## config.mk

```make
export PLATFORM = sky130hd
export DESIGN_NAME = seg_scan
export DESIGN_NICKNAME = d
export VERILOG_FILES = /design/src/rtl/seg_pkg.sv /design/src/rtl/hex7seg.sv /design/src/rtl/seg_scan.sv
export SDC_FILE = /design/constraint.sdc
export NUM_CORES = 1
export LEC_CHECK = 0
export BUFFER_PORTS_ARGS = -buffer_cell sky130_fd_sc_hd__buf_2
export CAP_MARGIN = 15
export CORE_MARGIN = 4
export CORE_UTILIZATION = 41
export CTS_CLUSTER_SIZE = 14
export DETAILED_ROUTE_END_ITERATION = 8
export PLACE_DENSITY = 0.67
export SYNTH_ARGS = -nofsm -noshare
export SYNTH_HDL_FRONTEND = slang
export SYNTH_HIERARCHICAL = 1
export SYNTH_SLANG_ARGS = --single-unit
```

## constraint.sdc

```tcl
create_clock -name clk_50mhz -period 2.4 [get_ports clk_50mhz]
set_clock_uncertainty 0.2 [all_clocks]
set_input_delay 0.24 -clock clk_50mhz [delete_from_list [all_inputs] [get_ports clk_50mhz]]
set_output_delay 0.24 -clock clk_50mhz [all_outputs]
set_load 0.01 [all_outputs]
```

## src/rtl/seg_pkg.sv

```systemverilog
`default_nettype none
// ============================================================================
// Module : seg_pkg
// Brief  : Shared constants for the seven-segment scan display stage:
//          hex-to-segment table (active low, [6:0] = g,f,e,d,c,b,a),
//          all-off codes for segments and digit enables, and the
//          digit-position indices used by the scanner.
// Rev    : 1.0  initial release
// ============================================================================
package seg_pkg;

    // Digit pointer type: selects one of the four display positions.
    typedef logic [1:0] dig_ptr_t;

    // All segments dark (dp included) and all digit enables released.
    localparam logic [7:0] SEG_OFF = 8'hFF;
    localparam logic [3:0] DIG_OFF = 4'hF;

    // Display positions, [0] is the rightmost digit.
    localparam dig_ptr_t DIG_Q    = 2'd0;
    localparam dig_ptr_t DIG_SEP  = 2'd1;
    localparam dig_ptr_t DIG_ONES = 2'd2;
    localparam dig_ptr_t DIG_TENS = 2'd3;

    // Active-low segment patterns for 0..F.
    localparam logic [6:0] HEX_SEG_TABLE [0:15] = '{
        7'h40, 7'h79, 7'h24, 7'h30,
        7'h19, 7'h12, 7'h02, 7'h78,
        7'h00, 7'h10, 7'h08, 7'h03,
        7'h46, 7'h21, 7'h06, 7'h0E
    };

endpackage : seg_pkg
`default_nettype wire

```

## src/rtl/hex7seg.sv

```systemverilog
`default_nettype none
// ============================================================================
// Module : hex7seg
// Brief  : Combinational 4-bit value to active-low seven-segment decoder.
// Ports  : hex   [3:0] in  - value to display
//          seg_n [6:0] out - segments g,f,e,d,c,b,a, active low
// Rev    : 1.0  initial release
// ============================================================================
module hex7seg
    import seg_pkg::*;
(
    input  logic [3:0] hex,
    output logic [6:0] seg_n
);

    assign seg_n = HEX_SEG_TABLE[hex];

endmodule : hex7seg
`default_nettype wire

```

## src/rtl/seg_scan.sv

```systemverilog
`default_nettype none
// ============================================================================
// Module : seg_scan
// Brief  : Four-digit common-anode display scanner. Shows the live counter
//          value (digit 0, dp = carry), a blank separator (digit 1) and a
//          two-digit BCD count of carry rollovers (digits 2/3). Digits are
//          advanced by the 1 kHz scan clock, with a blanking gap after each
//          advance to suppress ghosting.
// Ports  : clk_50mhz        in  - system clock
//          rst              in  - asynchronous reset, active low
//          scan_clk         in  - 1 kHz scan clock, asynchronous, data only
//          q_in     [3:0]   in  - counter value, asynchronous
//          rco_in           in  - counter ripple carry, asynchronous
//          seg_n    [7:0]   out - segments, active low, [7]=dp
//          dig_n    [3:0]   out - digit enables, active low, [0]=rightmost
// Rev    : 1.0  initial release
// ============================================================================
module seg_scan
    import seg_pkg::*;
#(
    parameter int BLANK_CYC = 50,   // blanking cycles after each advance (1..1000)
    parameter int LZB       = 1     // 1 = suppress a leading-zero tens digit
)(
    input  logic       clk_50mhz,
    input  logic       rst,
    input  logic       scan_clk,
    input  logic [3:0] q_in,
    input  logic       rco_in,
    output logic [7:0] seg_n,
    output logic [3:0] dig_n
);

    localparam int             BW           = $clog2(BLANK_CYC + 1);
    localparam logic [BW-1:0]  c_blank_load = BW'(BLANK_CYC);

    // Scan FSM: idle until the first scan tick, then alternate blank/show.
    localparam logic [1:0] ST_IDLE  = 2'd0;
    localparam logic [1:0] ST_BLANK = 2'd1;
    localparam logic [1:0] ST_SHOW  = 2'd2;

    // ------------------------------------------------------------------
    // Synchronizers and edge detectors
    // ------------------------------------------------------------------
    logic       r_scan_s1, r_scan_s2, r_scan_d;
    logic       r_rco_s1,  r_rco_s2,  r_rco_d;
    logic [3:0] r_q_s1, r_q_s2, r_q_s3;
    logic [3:0] r_q_held;
    logic       w_scan_tick;
    logic       w_rco_rise;

    always_ff @(posedge clk_50mhz or negedge rst) begin
        if (!rst) begin
            r_scan_s1 <= 1'b0;
            r_scan_s2 <= 1'b0;
            r_scan_d  <= 1'b0;
            r_rco_s1  <= 1'b0;
            r_rco_s2  <= 1'b0;
            r_rco_d   <= 1'b0;
            r_q_s1    <= 4'h0;
            r_q_s2    <= 4'h0;
            r_q_s3    <= 4'h0;
            r_q_held  <= 4'h0;
        end else begin
            r_scan_s1 <= scan_clk;
            r_scan_s2 <= r_scan_s1;
            r_scan_d  <= r_scan_s2;
            r_rco_s1  <= rco_in;
            r_rco_s2  <= r_rco_s1;
            r_rco_d   <= r_rco_s2;
            r_q_s1    <= q_in;
            r_q_s2    <= r_q_s1;
            r_q_s3    <= r_q_s2;
            // A bus caught mid-transition shows up as one odd sample; only
            // a value seen on two consecutive cycles is accepted.
            if (r_q_s2 == r_q_s3) begin
                r_q_held <= r_q_s2;
            end
        end
    end

    assign w_scan_tick = r_scan_s2 & ~r_scan_d;
    assign w_rco_rise  = r_rco_s2  & ~r_rco_d;

    // ------------------------------------------------------------------
    // Rollover counter, two BCD digits, wraps 99 -> 00
    // ------------------------------------------------------------------
    logic [3:0] r_ones, r_tens;

    always_ff @(posedge clk_50mhz or negedge rst) begin
        if (!rst) begin
            r_ones <= 4'd0;
            r_tens <= 4'd0;
        end else if (w_rco_rise) begin
            if (r_ones == 4'd9) begin
                r_ones <= 4'd0;
                r_tens <= (r_tens == 4'd9) ? 4'd0 : r_tens + 4'd1;
            end else begin
                r_ones <= r_ones + 4'd1;
            end
        end
    end

    // ------------------------------------------------------------------
    // Segment decoders
    // ------------------------------------------------------------------
    logic [6:0] w_seg_q, w_seg_ones, w_seg_tens;

    hex7seg u_hex_q    (.hex(r_q_held), .seg_n(w_seg_q));
    hex7seg u_hex_ones (.hex(r_ones),   .seg_n(w_seg_ones));
    hex7seg u_hex_tens (.hex(r_tens),   .seg_n(w_seg_tens));

    // ------------------------------------------------------------------
    // Digit pointer, blank counter and segment register
    // ------------------------------------------------------------------
    dig_ptr_t      r_ptr;
    dig_ptr_t      w_ptr_nxt;
    logic [BW-1:0] r_blank;
    logic [7:0]    r_seg_n;
    logic [7:0]    w_seg_nxt;

    assign w_ptr_nxt = r_ptr + 2'd1;

    // Segment pattern for the digit about to be selected. It is latched
    // together with the pointer so it is settled long before the enable.
    always_comb begin
        w_seg_nxt = SEG_OFF;
        case (w_ptr_nxt)
            DIG_Q:    w_seg_nxt = {~r_rco_s2, w_seg_q};
            DIG_SEP:  w_seg_nxt = SEG_OFF;
            DIG_ONES: w_seg_nxt = {1'b1, w_seg_ones};
            DIG_TENS: w_seg_nxt = ((LZB != 0) && (r_tens == 4'd0)) ?
                                  SEG_OFF : {1'b1, w_seg_tens};
            default:  w_seg_nxt = SEG_OFF;
        endcase
    end

    always_ff @(posedge clk_50mhz or negedge rst) begin
        if (!rst) begin
            r_ptr   <= DIG_Q;
            r_blank <= '0;
            r_seg_n <= SEG_OFF;
        end else if (w_scan_tick) begin
            r_ptr   <= w_ptr_nxt;
            r_blank <= c_blank_load;
            r_seg_n <= w_seg_nxt;
        end else if (r_blank != '0) begin
            r_blank <= r_blank - BW'(1);
        end
    end

    // ------------------------------------------------------------------
    // Scan FSM: state register / next state / outputs
    // ------------------------------------------------------------------
    logic [1:0] r_state;
    logic [1:0] w_state_nxt;

    always_ff @(posedge clk_50mhz or negedge rst) begin
        if (!rst) begin
            r_state <= ST_IDLE;
        end else begin
            r_state <= w_state_nxt;
        end
    end

    always_comb begin
        w_state_nxt = r_state;
        case (r_state)
            ST_IDLE: begin
                if (w_scan_tick) w_state_nxt = ST_BLANK;
            end
            ST_BLANK: begin
                // Leave blanking on the cycle the counter reaches zero.
                if (!w_scan_tick && (r_blank == BW'(1))) w_state_nxt = ST_SHOW;
            end
            ST_SHOW: begin
                if (w_scan_tick) w_state_nxt = ST_BLANK;
            end
            default: w_state_nxt = ST_IDLE;
        endcase
    end

    always_comb begin
        dig_n = DIG_OFF;
        if (r_state == ST_SHOW) begin
            dig_n = ~(4'b0001 << r_ptr);
        end
    end

    assign seg_n = r_seg_n;

endmodule : seg_scan
`default_nettype wire

```

Word-level counts from Yosys, hierarchy flattened

Memory sizes are Yosys's and may differ from the RTL's.
Cells that the tools add are included.

Flip-flop bits (word level): 48
ROM bits: 336
Output and inout bits: 12
Logic and storage cells: 73
Memories kept: 3

Add/sub/neg operators: 4
$lt $le $gt $ge: 3
Equality and inequality tests: 11
Shift operators: 1
Multiplexer cells: 16
Bitwise gates (word level): 9
Reduce and logical (&&, ||, !) cells: 10

Memory list:

| name            | words | bits a word | read ports | clocked after memory_dff | write ports | line          | RTL |
|---|---|---|---|---|---|---|---|
| (no name shown) | 16    | 7           | 1          | 0                        | 0           | hex7seg.sv:16 | `assign seg_n = HEX_SEG_TABLE[hex];` |
| (no name shown) | 16    | 7           | 1          | 0                        | 0           | hex7seg.sv:16 |  |
| (no name shown) | 16    | 7           | 1          | 0                        | 0           | hex7seg.sv:16 |  |

Operator list:

| operator              | number |
|---|---|
| $mux W7               | 7 |
| $pmux W8 S4           | 1 |
| $ge A5 B5 Y1 const B  | 3 |
| $not A4 Y5            | 3 |
| $mux W4               | 3 |
| $mux W6               | 2 |
| $add A4 B1 Y4 const B | 2 |
| $eq A4 B4 Y1 const B  | 2 |
| $eq A2 B2 Y1 const B  | 3 |
| $eq A6 B1 Y1 const B  | 1 |
| $reduce_bool A6 Y1    | 1 |
| $sub A6 B1 Y6 const B | 1 |
| $eq A2 B1 Y1 const B  | 2 |
| $eq A4 B4 Y1          | 1 |
| $logic_not A2 Y1      | 2 |
| $logic_not A4 Y1      | 1 |
| $mux W2               | 2 |
| $not A4 Y4            | 1 |
| $pmux W2 S2           | 1 |
| $reduce_and A2 Y1     | 2 |
| $shl A1 B2 Y4 const A | 1 |
| $not A1 Y1            | 3 |
| $add A2 B1 Y2 const B | 1 |
| $and A1 B1 Y1         | 2 |
| other kinds (6)       | 6 |

Longest topological paths before layout

Depth after elaboration: 6
Mapped depth: 7

By module

The synthesis kept the hierarchy.

Modules (own cells, without submodules):

| module                    | times used | cells an instance | area an instance (µm²) |
|---|---|---|---|
| seg_scan                  | 1          | 184               | 2,087.0 |
| hex7seg at u_hex_ones ... | 2          | 32                | 275.3 |
| hex7seg at u_hex_q        | 1          | 33                | 274.0 |

Worst setup path before layout

OpenSTA, ideal clock, no wires.

Kind: flip-flop to flip-flop
Start point: register r_tens[0]
End point: register r_seg_n[3], in the netlist seg_n[3]
Setup time: 0.111 ns
Arrival: 1.688 ns
Data required time: 2.089 ns
Slack: 0.401 ns
Stages on the path, launching flop included: 7
Buffers on the path: 0
Clock period less this slack: 1.999 ns
Cell sequence: dfrtp_1 inv_1 ha_1 inv_1 mux4_1 o21ai_0 a32oi_1

Longest elaborated chain between the ends: 6

RTL lines:

| what                                       | line            | RTL |
|---|---|---|
| from (decl)                                | seg_scan.sv:87  | `logic [3:0] r_ones, r_tens;` |
| from (signal assigned)                     | seg_scan.sv:96  | `r_tens <= (r_tens == 4'd9) ? 4'd0 : r_tens + 4'd1;` |
| $not A4 Y5 (not written as such)           | hex7seg.sv:16   |  |
| $mem_v2 Z16 W7                             | --              |  |
| $mux W7 (not written as such) (2 in a row) | hex7seg.sv:16   |  |
| via w_seg_tens[3]                          | seg_scan.sv:106 | `logic [6:0] w_seg_q, w_seg_ones, w_seg_tens;` |
| $mux W7                                    | seg_scan.sv:131 | `DIG_TENS: w_seg_nxt = ((LZB != 0) && (r_tens == 4'd0)) ?` |
| $pmux W8 S4                                | seg_scan.sv:127 | `case (w_ptr_nxt)` |
| to (signal assigned)                       | seg_scan.sv:145 | `r_seg_n <= w_seg_nxt;` |
| to (decl)                                  | seg_scan.sv:118 | `logic [7:0] r_seg_n;` |

The timed path passes the listed nets, and every way through them passes these cells. The select of a mux whose other input is x is not followed.
A chain may end at the register's enable or synchronous reset.

Worst setup path in the final report

Same ends and word-level chain as after synthesis.

==> impl_metrics.env <==
export IMPL_period_needed_ps=2050
export IMPL_place_gp_congestion=0.791
export IMPL_hold_class="flip-flop to flip-flop"
export IMPL_relSlewSlack_pct=61.1
export IMPL_crit_path_end_kind="flip-flop"
export IMPL_fin_area_um2=3330
export IMPL_final_nets=354
export IMPL_cts_buffers=5
export IMPL_diodes=0
export IMPL_ant_nets=0
export IMPL_synthCells=281
export IMPL_synth_edf_count=0
export IMPL_post_route_drc_count=0
export IMPL_min_period_over_period_pct=85.3
export IMPL_drive_gt1_share_pct=18.7
export IMPL_die_y_um=92.3
export IMPL_rows=30
export IMPL_clk_latency_ps=300
export IMPL_place_port_buffers=19
export IMPL_core_area_um2=6830
export IMPL_antenna_found_initial=0
export IMPL_cts_root_buf="clkbuf_8"
export IMPL_p_int_uw=2130
export IMPL_yosysSeqAreaShare_pct=41.6
export IMPL_die_area_um2=8510
export IMPL_cts_tree="yes"
export IMPL_max_freq_ghz=0.489
export IMPL_clk_path_buf_depth=2
export IMPL_grt_max_degree=27
export IMPL_dr_total_vias=2121
export IMPL_avgRoutedWirePerCell_um=13.4
export IMPL_synth_area_per_cell_um2=10.4
export IMPL_finalSetupViolCount=0
export IMPL_synth_seq_cells=48
export IMPL_ir_drop_mv=0.327
export IMPL_async_flop_share_pct=100
export IMPL_multi_input_area_um2=1550
export IMPL_setup_tns_final_ps=0
export IMPL_globalRouteTotalUtil_pct=13.9
export IMPL_boundaryPins=20
export IMPL_initial_utilization_pct=42.6
export IMPL_dp_cells=397
export IMPL_cts_sinks=48
export IMPL_maxCapViolations=0
export IMPL_rsz0062_at_grt="no"
export IMPL_synth_ff_type="dfrtp_1"
export IMPL_synth_area_um2=2910
export IMPL_finalNonFillerCells=412
export IMPL_hpwlAfterDp_um=3930
export IMPL_yosysWarningCount=6
export IMPL_drt_iter0_markers=165
export IMPL_synth_distinct_cells=42
export IMPL_first_global_vias=2046
export IMPL_final_common_cell="dfrtp_1"
export IMPL_synth_fp_nets=320
export IMPL_swShare_pct=39.9
export IMPL_layout_common_cells="40 x dfrtp_1, 31 x ha_1, 27 x nand2_1"
export IMPL_tightest_slew_ps=584
export IMPL_required_ps=2430
export IMPL_chipWidth_um=92.3
export IMPL_firstDrtPassIters=4
export IMPL_wirelength_um=5540
export IMPL_pwr_share_seq_pct=38.6
export IMPL_finalHoldViolations=0
export IMPL_area_growth_syn_to_layout_pct=14.4
export IMPL_worst_ep_arrival_time_ps=2080
export IMPL_vias_per_cell=5.15
export IMPL_grt_pass1_wl_um=9560
export IMPL_clkPwrFrac_pct=17.0
export IMPL_startpoint_type="flip-flop"
export IMPL_final_seq_area_um2=1210
export IMPL_combPwrFrac_pct=44.4
export IMPL_overflow=0
export IMPL_cp_max_fo=9
export IMPL_setup_worst_path_class="flip-flop to flip-flop"
export IMPL_status="complete, no violations"
export IMPL_drv_slew=0
export IMPL_finalPower_uw=3540
export IMPL_htreeDepth=2
export IMPL_clk_pin_slew_ps=90
export IMPL_fill_cells=643
export IMPL_place_area_um2=3150
export IMPL_p_leak_uw=0.00148
export IMPL_power_density_nw_per_um2=1060
export IMPL_switchingPower_uw=1410
## power groups by stage
stage          logic, uW  registers, uW  clock network, uW
5_1_grt             1780           1420                661
4_1_cts             1570           1370                631
3_5_place_dp        1550           1390                  0
6_report            1570           1370                602
3_3_place_gp        1520           1370                  0
2_1_floorplan       1190           1310                  0
## synthesized netlist by cell type (all sizes together), types with 2 or more instances
library cell   n  share of area, %
and2b          2              0.60
dfrtp         40                34
nor2          18               2.3
mux4           3               2.7
nor2b          7               1.5
clkbuf         3              0.39
a32o           3               1.0
a32oi          7               2.1
mux2i         12               4.1
or3b           2              0.60
nand2         27               3.5
nand3          3              0.52
a22o           6               1.8
or4            3              0.82
nor3           4              0.69
o21ai         25               4.3
nor3b          2              0.52
a21oi          6               1.0
dfstp          8               7.2
a31oi          2              0.43
inv           22               2.8
ha            31                13
nand4          2              0.43
nand2b         5               1.1
buf            7               1.8
xnor2         10               3.0
mux2           9               3.6
nor4           2              0.43
## critical path, stage by stage (launching register included)
cell and delay (ps):
dfrtp_1 510, inv_1 150, ha_1 300, inv_1 40
mux4_1 470, o21ai_0 180, a32oi_1 120
## routing by layer
metal | GRT usage [%] | share of wire, %
met2 | 22.3 | 47
met4 | 4.46 | 1.1
met3 | 2.95 | 3.3
met5 | 0 | 0
met1 | 18.7 | 49
## what timing repair did
action	CTS	global route
resized for setup	0	0
hold endpoints to repair	30	0
setup endpoints to repair	0	0
setup buffers	0	0
hold buffers	7	0
## stage by stage
stage / worst slack, ps / util [%] / hold WS, ps
floorplan: 401 / - / -256
global placement: 414 / 46.0 / 67.0
detailed placement: 370 / 46.0 / 80.1
CTS: 348 / 48.8 / 158
global route: 237 / 48.8 / 172
finish: 353 / 48.8 / 154
## area by class of cell
cell class | instances | area share [%]
Tap cell | 96 | 3.60
Sequential cell | 48 | 36.3
Timing Repair Buffer | 37 | 7.44
Multi-Input combinational cell | 201 | 46.6
Clock inverter | 3 | 1.43
Inverter | 22 | 2.48
Clock buffer | 5 | 2.07
## flip-flops by register name, summed over array words and instances, names as in the netlist, 2 cells and up
signal    flops
r_blank       6
r_ones        4
r_ptr         2
r_q_held      4
r_q_s1        4
r_q_s2        4
r_q_s3        4
r_state       2
r_tens        4
seg_n         8
## cells by family after synthesis
logic type / after synthesis / share of synthesized area (%)
AOI/OAI and AO/OA: 58 / 13.3
xor gates and xnor gates: 10 / 3.01
adders and majority gates: 31 / 13.3
buffers and inverters: 32 / 5.03
DFF: 48 / 41.6
muxes: 24 / 10.4
and+or+nand+nor: 78 / 13.3
## path summary, 6_finish.rpt
kind                                start         to  slack (ps)  depth (start not counted)
worst min register to register  r_scan_s1  r_scan_s2         150                          0
worst max register to register  r_tens[0]   seg_n[3]         350                          6
min in group asynchronous             rst  r_q_s2[3]         260                          2
worst min-delay path            r_scan_s1  r_scan_s2         150                          0
max in group asynchronous             rst   seg_n[7]        1070                          3
worst max-delay path            r_tens[0]   seg_n[3]         350                          6
(Power assumes the default switching activity.)
